$ cat src/rtl/modulo_counter_n.sv
// Cascadable modulo-MODULUS up/down counter with load, pause, one-shot stop and range-checked load.
// Latency: val_bin/carry_out/done/load_err are registered (one edge); terminal is combinational; no backpressure, steps gated by cnt_en/pause.
module modulo_counter_n #(
  parameter int MODULUS = 60,
  parameter int WIDTH   = 6
) (
  input  logic             clock,
  input  logic             reset,
  input  logic             pause,
  input  logic             cnt_en,
  input  logic             up_down,
  input  logic             one_shot,
  input  logic             load,
  input  logic [WIDTH-1:0] load_val,
  output logic [WIDTH-1:0] val_bin,
  output logic             carry_out,
  output logic             terminal,
  output logic             done,
  output logic             load_err
);

  // One extra bit so MODULUS = 2**WIDTH is representable and compares cleanly.
  localparam logic [WIDTH:0] LAST    = (WIDTH+1)'(MODULUS - 1);
  localparam logic [WIDTH:0] MOD_EXT = (WIDTH+1)'(MODULUS);
  localparam logic [WIDTH:0] ONE     = (WIDTH+1)'(1);

  logic [WIDTH:0] cur_ext;
  logic [WIDTH:0] load_ext;
  logic [WIDTH:0] inc_ext;
  logic [WIDTH:0] dec_ext;
  logic [WIDTH:0] step_ext;
  logic           at_top;
  logic           at_bottom;
  logic           load_ok;
  logic           step_ok;
  logic           step;

  always_comb begin
    cur_ext   = {1'b0, val_bin};
    load_ext  = {1'b0, load_val};
    at_top    = (cur_ext == LAST);
    at_bottom = (cur_ext == '0);
    inc_ext   = at_top    ? '0   : cur_ext + ONE;
    dec_ext   = at_bottom ? LAST : cur_ext - ONE;
    step_ext  = up_down ? inc_ext : dec_ext;
    // Guard keeps the state inside 0..MODULUS-1 even if it were ever corrupted.
    step_ok   = (step_ext < MOD_EXT);
    load_ok   = (load_ext < MOD_EXT);
    step      = cnt_en & ~pause & ~done;
    terminal  = up_down ? at_top : at_bottom;
  end

  always_ff @(posedge clock or posedge reset) begin
    if (reset) begin
      val_bin   <= '0;
      carry_out <= 1'b0;
      done      <= 1'b0;
      load_err  <= 1'b0;
    end else begin
      carry_out <= 1'b0;
      load_err  <= 1'b0;
      if (load) begin
        val_bin  <= load_ok ? load_val : '0;
        done     <= 1'b0;
        load_err <= ~load_ok;
      end else if (step) begin
        if (terminal) begin
          carry_out <= 1'b1;
          if (one_shot) begin
            done <= 1'b1;
          end else begin
            val_bin <= step_ok ? step_ext[WIDTH-1:0] : '0;
          end
        end else begin
          val_bin <= step_ok ? step_ext[WIDTH-1:0] : '0;
        end
      end
    end
  end

endmodule

$ cat config.mk
export PLATFORM = sky130hd
export DESIGN_NAME = modulo_counter_n
export DESIGN_NICKNAME = d
export VERILOG_FILES = /design/src/rtl/modulo_counter_n.sv
export SDC_FILE = /design/constraint.sdc
export NUM_CORES = 1
export LEC_CHECK = 0
export ABC_AREA = 1
export ABC_CLOCK_PERIOD_IN_PS = 1800
export BUFFER_PORTS_ARGS = -buffer_cell sky130_fd_sc_hd__buf_4
export CAP_MARGIN = 25
export CORE_UTILIZATION = 52
export DETAILED_ROUTE_END_ITERATION = 8
export PLACE_DENSITY = 0.83
export SLEW_MARGIN = 20
export SYNTH_ARGS = -nofsm -noshare
export SYNTH_HDL_FRONTEND = slang
export SYNTH_SLANG_ARGS = --single-unit
$ cat constraint.sdc
create_clock -name clock -period 1.8 [get_ports clock]
set_input_delay 0.36 -clock clock [delete_from_list [all_inputs] [get_ports clock]]
set_output_delay 0.36 -clock clock [all_outputs]
set_load 0.1 [all_outputs]
# Yosys cells after proc, flatten, opt, wreduce, memory -nomap -nowiden
# Index checks and enable logic that the tools add are counted.
dict set report totals {
  ff_bits 9
  latchBits 0
  mem_bits_rw 0
  rom_bits 0
  out_inout_bits 10
  word_cells 39
  memories 0
}
dict set report op_classes {
  n_addsub 2
  mul 0
  n_div 0
  order_cmp 2
  eq_ne 2
  n_shift 0
  mux 18
  bitwise_logic 5
  n_reduce_logical 6
}
# cell count
set op_table {}
lappend op_table {{$mux 6} 6}
lappend op_table {{$mux 7} 3}
lappend op_table {{$mux 1} 9}
lappend op_table {{$add 6x1->7 const B} 1}
lappend op_table {{$lt 7x6->1 const B} 1}
lappend op_table {{$sub 6x1->7 const B} 1}
lappend op_table {{$eq 6x6->1 const B} 1}
lappend op_table {{$logic_not 6->1} 1}
lappend op_table {{$lt 6x6->1 const B} 1}
lappend op_table {{$reduce_bool 2->1} 3}
lappend op_table {{$ne 3x3->1 const B} 1}
lappend op_table {{$not 1->1} 3}
lappend op_table {{$reduce_and 3->1} 1}
lappend op_table {{$and 1x1->1} 2}
lappend op_table {{$reduce_and 2->1} 1}

# Depth between registers and ports, before layout
# Gate-level depths: netlist (run 1).
dict set report logic_depth {
  depth_word 9
  ltp_mapped 12
  depth_no_buf 12
}

# Least setup slack after synthesis (run 1)
# No wires, ideal clock.
dict set report synth_path {
  path_type {reg-to-output}
  from {register val_bin[1]}
  to {output terminal}
  arrival_time_ns 2.262
  required_ns 1.440
  setup_slack_ns -0.822
  path_stages_with_launch 8
  path_cell_list {dfrtp_1 -> ha_1 -> nand2_1 -> inv_1 -> nand2_2 -> nand2_2 -> nand2_4 -> inv_1}
}
dict set report synth_between {
  elab_chain_cells 2
}
# element line_no
set synth_lines {}
lappend synth_lines {{start, declared} 15} ;# output logic [WIDTH-1:0] val_bin,
lappend synth_lines {{start signal, assigned} 63} ;# val_bin <= load_ok ? load_val : '0;
lappend synth_lines {{start signal, assigned} 72} ;# val_bin <= step_ok ? step_ext[WIDTH-1:0] : '0;
lappend synth_lines {{start signal, assigned} 75} ;# val_bin <= step_ok ? step_ext[WIDTH-1:0] : '0;
lappend synth_lines {{$eq 6x6->1 or $logic_not 6->1 (tied branches)} {41, 42}}
lappend synth_lines {{$mux 1 (*)} 50} ;# terminal = up_down ? at_top : at_bottom;
lappend synth_lines {{end, declared} 17} ;# output logic terminal,
# Every way passes the cells marked *; elsewhere a longest branch is shown, timed or not.

# Final worst setup path (run 1)
# Ends and elaborated chain as after synthesis.

==> flow_summary.ini, run 1 <==
[detailed_routing]
avgViaCountPerCell = 6.31
num_vias = 1187
firstDrtPassIters = 9
drt_wl_total_um = 3390
ant_nets = 0
wire_per_inst_um = 18.0
drtIter0Drc = 91
drc = 1

[worst_setup_path]
critPathLaunchType = flop
required_ns = 1.44
critPathKind = flop to output pin
rrSetupSlack_ns = -0.04
rr_startpoint = val_bin[1]$_DFFE_PP0P_
crit_path_start = val_bin[1]$_DFFE_PP0P_
crit_fanout = 4
cp.arrival_ns = 1.52
end_kind = output pin

[logic_synthesis]
synth_cell_type_count = 24
syn_nets = 148
postSynthAreaPerCell_um2 = 6.87
synth_cells = 132
yosysWarnings = 0
ys_seq_area_frac = 0.248
synth_area_um2 = 907
synth-seq-cells = 9

[sta]
maxSlewViolCount = 0
hold_viol = 0
max_freq_mhz = 532
finalSetupViolCount = 7
slew_headroom = 0.671
period_needed_ns = 1.88
tns_ns = -0.296
fin_crit_sh = 1.04
fin_hold_ws_ns = 0.0492
grt_setup_unrepaired = true
finClkSkew_ns = 0.00231
worst_pin_slew_ns = 0.492
timing.final.ws_setup_ns = -0.0801

[grt]
grt_max_degree = 11
grt_pass1_wl_um = 4490
antenna_found_initial = 0
first_global_vias = 1064
grt_use_total = 0.329
grt_overflow_total = 0

[final_layout]
layout.nets = 189
diodes = 0
area_growth_pct = 53.2
drive_gt1_frac = 0.517

[clocking]
htreeDepth = 1
clockBufferDepth = 2
cts_tree = built
hold_buffers = 0
clk_latency_ns = 0.27
root_buffer = clkbuf_4
clkSinkCount = 9
path_clk_slew_ns = 0.06
numCtsBuffers = 3

[floorplan]
io_pins = 23
core_um2 = 1560
core.rowCount = 14
die_h_um = 43.8
die_w_um = 43.8
start_util = 0.582
dieArea_um2 = 1920

[min_path]
hold_class = input port to asynchronous set/reset pin

[power]
p_per_area_nw_per_um2 = 1030
power.net_switching_uw = 781
p_sw_frac = 0.546
pwr-share-clk = 0.114
power_frac_comb = 0.650
p_int_uw = 649
power_leakage_nw = 0.669
ir_drop_mv = 0.878
pwr-share-seq = 0.236

[status]
failed_checks = design-rule violations, negative setup slack
status = finished, violations left

[placement]
hpwl_um = 1880
port_buffers = 22
routabilityCongestion = 0.867

[run]
max_cap_viol_count = 0
-- area by class of cell --
cell class / count / area (µm²)
Multi-Input combinational cell: 103 / 709
Timing Repair Buffer: 39 / 309
Sequential cell: 9 / 245
Fill cell: 74 / 169
Inverter: 17 / 80.1
Clock buffer: 4 / 26.3
Tap cell: 16 / 20.0
-- layer usage --
metal / wire, µm / vias to the layer above / global-route usage
li1: - / 518 / -
met1: 1270 / 546 / 0.416
met4: 180 / 0 / 0.163
met3: 272 / 32 / 0.104
met5: 0 / - / 0
met2: 1660 / 91 / 0.504
-- flip-flops by register name, indices dropped and copies added, names as in the netlist --
signal	flops
val_bin	6
carry_out	1
done	1
load_err	1
-- Yosys cell counts --
cell type / n / area (µm²)
a21oi_1: 15 / 75.1
a22o_1: 1 / 8.76
a31oi_4: 1 / 21.3
buf_4: 1 / 7.51
buf_6: 2 / 22.5
dfrtp_1: 9 / 225
ha_1: 3 / 37.5
inv_1: 14 / 52.6
inv_2: 3 / 11.3
nand2_1: 26 / 97.6
nand2_2: 7 / 43.8
nand2_4: 1 / 11.3
nand3_1: 14 / 70.1
nand3_2: 2 / 20.0
nand3_4: 1 / 17.5
nand4_1: 6 / 37.5
nor2_1: 14 / 52.6
nor2_2: 3 / 18.8
nor2_4: 2 / 22.5
nor3_1: 1 / 5.00
nor3_2: 1 / 10.0
nor3b_1: 1 / 7.51
o21ai_0: 3 / 15.0
o21ai_4: 1 / 16.3
-- what timing repair did --
action	4_1_cts	5_1_grt
setup buffers	9	5
setup endpoints to repair	1	7
pin swaps	4	8
resized for setup	8	23
-- per-stage QoR --
| stage | util | cell area (µm²) | worst slack [ns] | power [mW] | cells |
|---|---|---|---|---|---|
| finish | 0.892 | 1390 | -0.0801 | 1.43 | 188 |
| global route | 0.892 | 1390 | -0.127 | 1.49 | 188 |
| global placement | 0.730 | 1140 | 0.0857 | 1.03 | 170 |
| detailed placement | 0.730 | 1140 | 0.0476 | 1.05 | 170 |
| CTS | 0.811 | 1260 | -0.0676 | 1.28 | 183 |
| floorplan | - | 961 | -0.137 | 0.894 | 132 |
-- worst max-delay path: stages, from the launching register on --
cell and delay, ns:
dfrtp_4 0.52, inv_4 0.09, ha_4 0.16, nand3_4 0.10, nand2_4 0.09, nand2_4 0.06
clkinvlp_4 0.07, buf_12 0.16
-- power groups by stage --
stage / registers, mW / clock network, mW / logic [mW]
global route: 0.342 / 0.177 / 0.968
finish: 0.337 / 0.163 / 0.929
detailed placement: 0.337 / 0 / 0.710
CTS: 0.327 / 0.164 / 0.790
global placement: 0.336 / 0 / 0.696
floorplan: 0.512 / 0 / 0.382
-- layout by cell type, fill, tap and decap left out, types with 2 or more instances in the layout --
cell type	n
a21oi_1	14
buf_4	37
clkbuf_4	3
dfrtp_1	3
dfrtp_4	5
ha_4	3
inv_1	10
inv_2	2
inv_4	3
nand2_1	22
nand2_2	6
nand2_4	6
nand3_1	12
nand3_2	3
nand3_4	2
nand4_1	6
nor2_1	9
nor2_2	5
nor2_4	5
o21ai_0	3
-- logic make-up after synthesis --
kind of cell	after synthesis	synth area share
and+or+nand+nor	79	0.457
DFF	9	0.248
adders and majority gates	3	0.0414
AOI/OAI and AO/OA	21	0.150
buffers and inverters	20	0.103
-- worst paths after layout --
check,endpoint,cells past startpoint
worst max-delay path,terminal,7
worst min-delay path,val_bin[0]$_DFFE_PP0P_,2
worst max register to register,val_bin[2]$_DFFE_PP0P_,10
worst min register to register,done$_DFFE_PP0P_,1
max in group asynchronous,val_bin[2]$_DFFE_PP0P_,2
min in group clock,carry_out$_DFF_PP0_,2
No activity file was read; power rests on OpenSTA's default activity.
==> run 2: changes to the inputs <==
- CELL_PAD_IN_SITES_DETAIL_PLACEMENT: default -> 1
- CELL_PAD_IN_SITES_GLOBAL_PLACEMENT: default -> 1
- CORE_UTILIZATION: 52 -> 36
==> run 2 against run 1 <==
The run ends with negative setup slack left; global-route usage fell by 7.2 points; sequential power barely moved; clock skew rose by 0.0060 ns; first-iteration DRC count fell by 65%.
==> flow_summary.ini, run 2 (synthesized netlist as in run 1, its figures left out) <==
[worst_setup_path]
rr_worst_depth = 9
critPathLaunchType = flop
end_kind = flop
critPathKind = flop to flop
crit_end = val_bin[5]$_DFFE_PP0P_
rr_startpoint = val_bin[1]$_DFFE_PP0P_
required_ns = 1.99
crit_path_start = val_bin[1]$_DFFE_PP0P_
crit-reg2reg-capture = val_bin[5]$_DFFE_PP0P_
rrSetupSlack_ns = -0.08
crit_fanout = 6
cp.arrival_ns = 2.07

[sta]
timing.final.ws_setup_ns = -0.0826
fin_hold_ws_ns = 0.0699
finalSetupViolCount = 6
worst_pin_slew_ns = 0.407
maxSlewViolCount = 0
slew_headroom = 0.728
max_freq_mhz = 531
fin_crit_sh = 1.05
grt_setup_unrepaired = true
finClkSkew_ns = 0.00832
period_needed_ns = 1.88
hold_viol = 0

[detailed_routing]
drc = 0
wire_per_inst_um = 18.4
avgViaCountPerCell = 5.65
ant_nets = 0
drtIter0Drc = 32
num_vias = 1130
firstDrtPassIters = 4
drt_wl_total_um = 3670

[power]
p_per_area_nw_per_um2 = 1010
ir_drop_mv = 0.730
power_leakage_nw = 0.662
power_mw = 1.41

[floorplan]
start_util = 0.395
core.rowCount = 17
core_um2 = 2300
die_h_um = 52.2
io_pins = 23
dieArea_um2 = 2720
die_w_um = 52.2

[status]
failed_checks = negative setup slack
status = finished, violations left

[final_layout]
final_common_cell = buf_4
drive_gt1_frac = 0.512
mostFrequentLayoutCells = buf_4, nand2_1, nand3_1, a21oi_1, nor2_1
instances_no_fill = 200
final_util = 0.607
largest_reg_flops = 6
regMostFlops = val_bin
layout.nets = 189
diodes = 0
area_growth_pct = 53.7

[placement]
hpwl_um = 2340
routabilityCongestion = 0.806
port_buffers = 22
place_inst = 182
preCtsSetupSlack_ns = 0.0188

[clocking]
root_buffer = clkbuf_4
path_clk_slew_ns = 0.07
numCtsBuffers = 3
htreeDepth = 1
clockBufferDepth = 2
clkSinkCount = 9
clk_latency_ns = 0.27
cts_tree = built
hold_buffers = 0

[grt]
grt_max_degree = 11
antenna_found_initial = 0
grt_overflow_total = 0
grt_use_total = 0.257
grt_pass1_wl_um = 5100
first_global_vias = 1123

[min_path]
hold_class = input port to asynchronous set/reset pin

[run]
max_cap_viol_count = 0
run 2: area by class of cell:
| cell class | instances | area, µm² |
|---|---|---|
| fillers | 293 | 903 |
| multi-input cells | 103 | 694 |
| repair buffers | 39 | 313 |
| flip-flops and latches | 9 | 245 |
| inverters | 17 | 80.1 |
| well taps | 28 | 35.0 |
| clock buffers | 4 | 26.3 |
run 2: power breakdown:
part / switching, mW / internal, mW / total (mW)
registers: 0.0850 / 0.249 / 0.334
clock network: 0.0785 / 0.0857 / 0.164
logic: 0.615 / 0.301 / 0.916
total: 0.778 / 0.636 / 1.41
run 2: per-stage QoR:
stage	setup TNS, ns	area (µm²)
CTS	-0.0766	1300
global placement	0	1150
detailed placement	0	1150
global route	-0.799	1390
finish	-0.295	1390
floorplan	-0.137	961
run 2: worst min-delay path by stage:
stage	startpoint	endpoint	slack (ns)	depth (start not counted)
after floorplan	reset	carry_out$_DFF_PP0_	0.19	1
after global placement	reset	load_err$_DFF_PP0_	0.34	2
after detailed placement	reset	load_err$_DFF_PP0_	0.37	2
after CTS	reset	val_bin[1]$_DFFE_PP0P_	0.09	2
after global routing	reset	val_bin[4]$_DFFE_PP0P_	0.09	2
final	reset	val_bin[1]$_DFFE_PP0P_	0.07	2
run 2: layer usage:
| layer | vias to the layer above | GRT usage | part of all wire |
|---|---|---|---|
| li1 | 515 | - | - |
| met1 | 566 | 0.285 | 0.43 |
| met2 | 38 | 0.489 | 0.51 |
| met3 | 11 | 0.0493 | 0.037 |
| met4 | 0 | 0.0702 | 0.024 |
| met5 | - | 0 | 0 |
run 2: what timing repair did:
action                                  4_1_cts  5_1_grt
buffers inserted                             11        3
pin swaps                                     3        5
gates resized for setup                       9       18
endpoints found under the setup margin        1        7
run 2: worst max-delay path, stage by stage (launching register included):
cell and delay [ns]:
dfrtp_4 0.52, ha_4 0.19, nand2_4 0.06, inv_4 0.04, buf_4 0.14, nand2_1 0.09
nor3_1 0.09, a31oi_4 0.28, nand4_1 0.21, a21oi_2 0.18
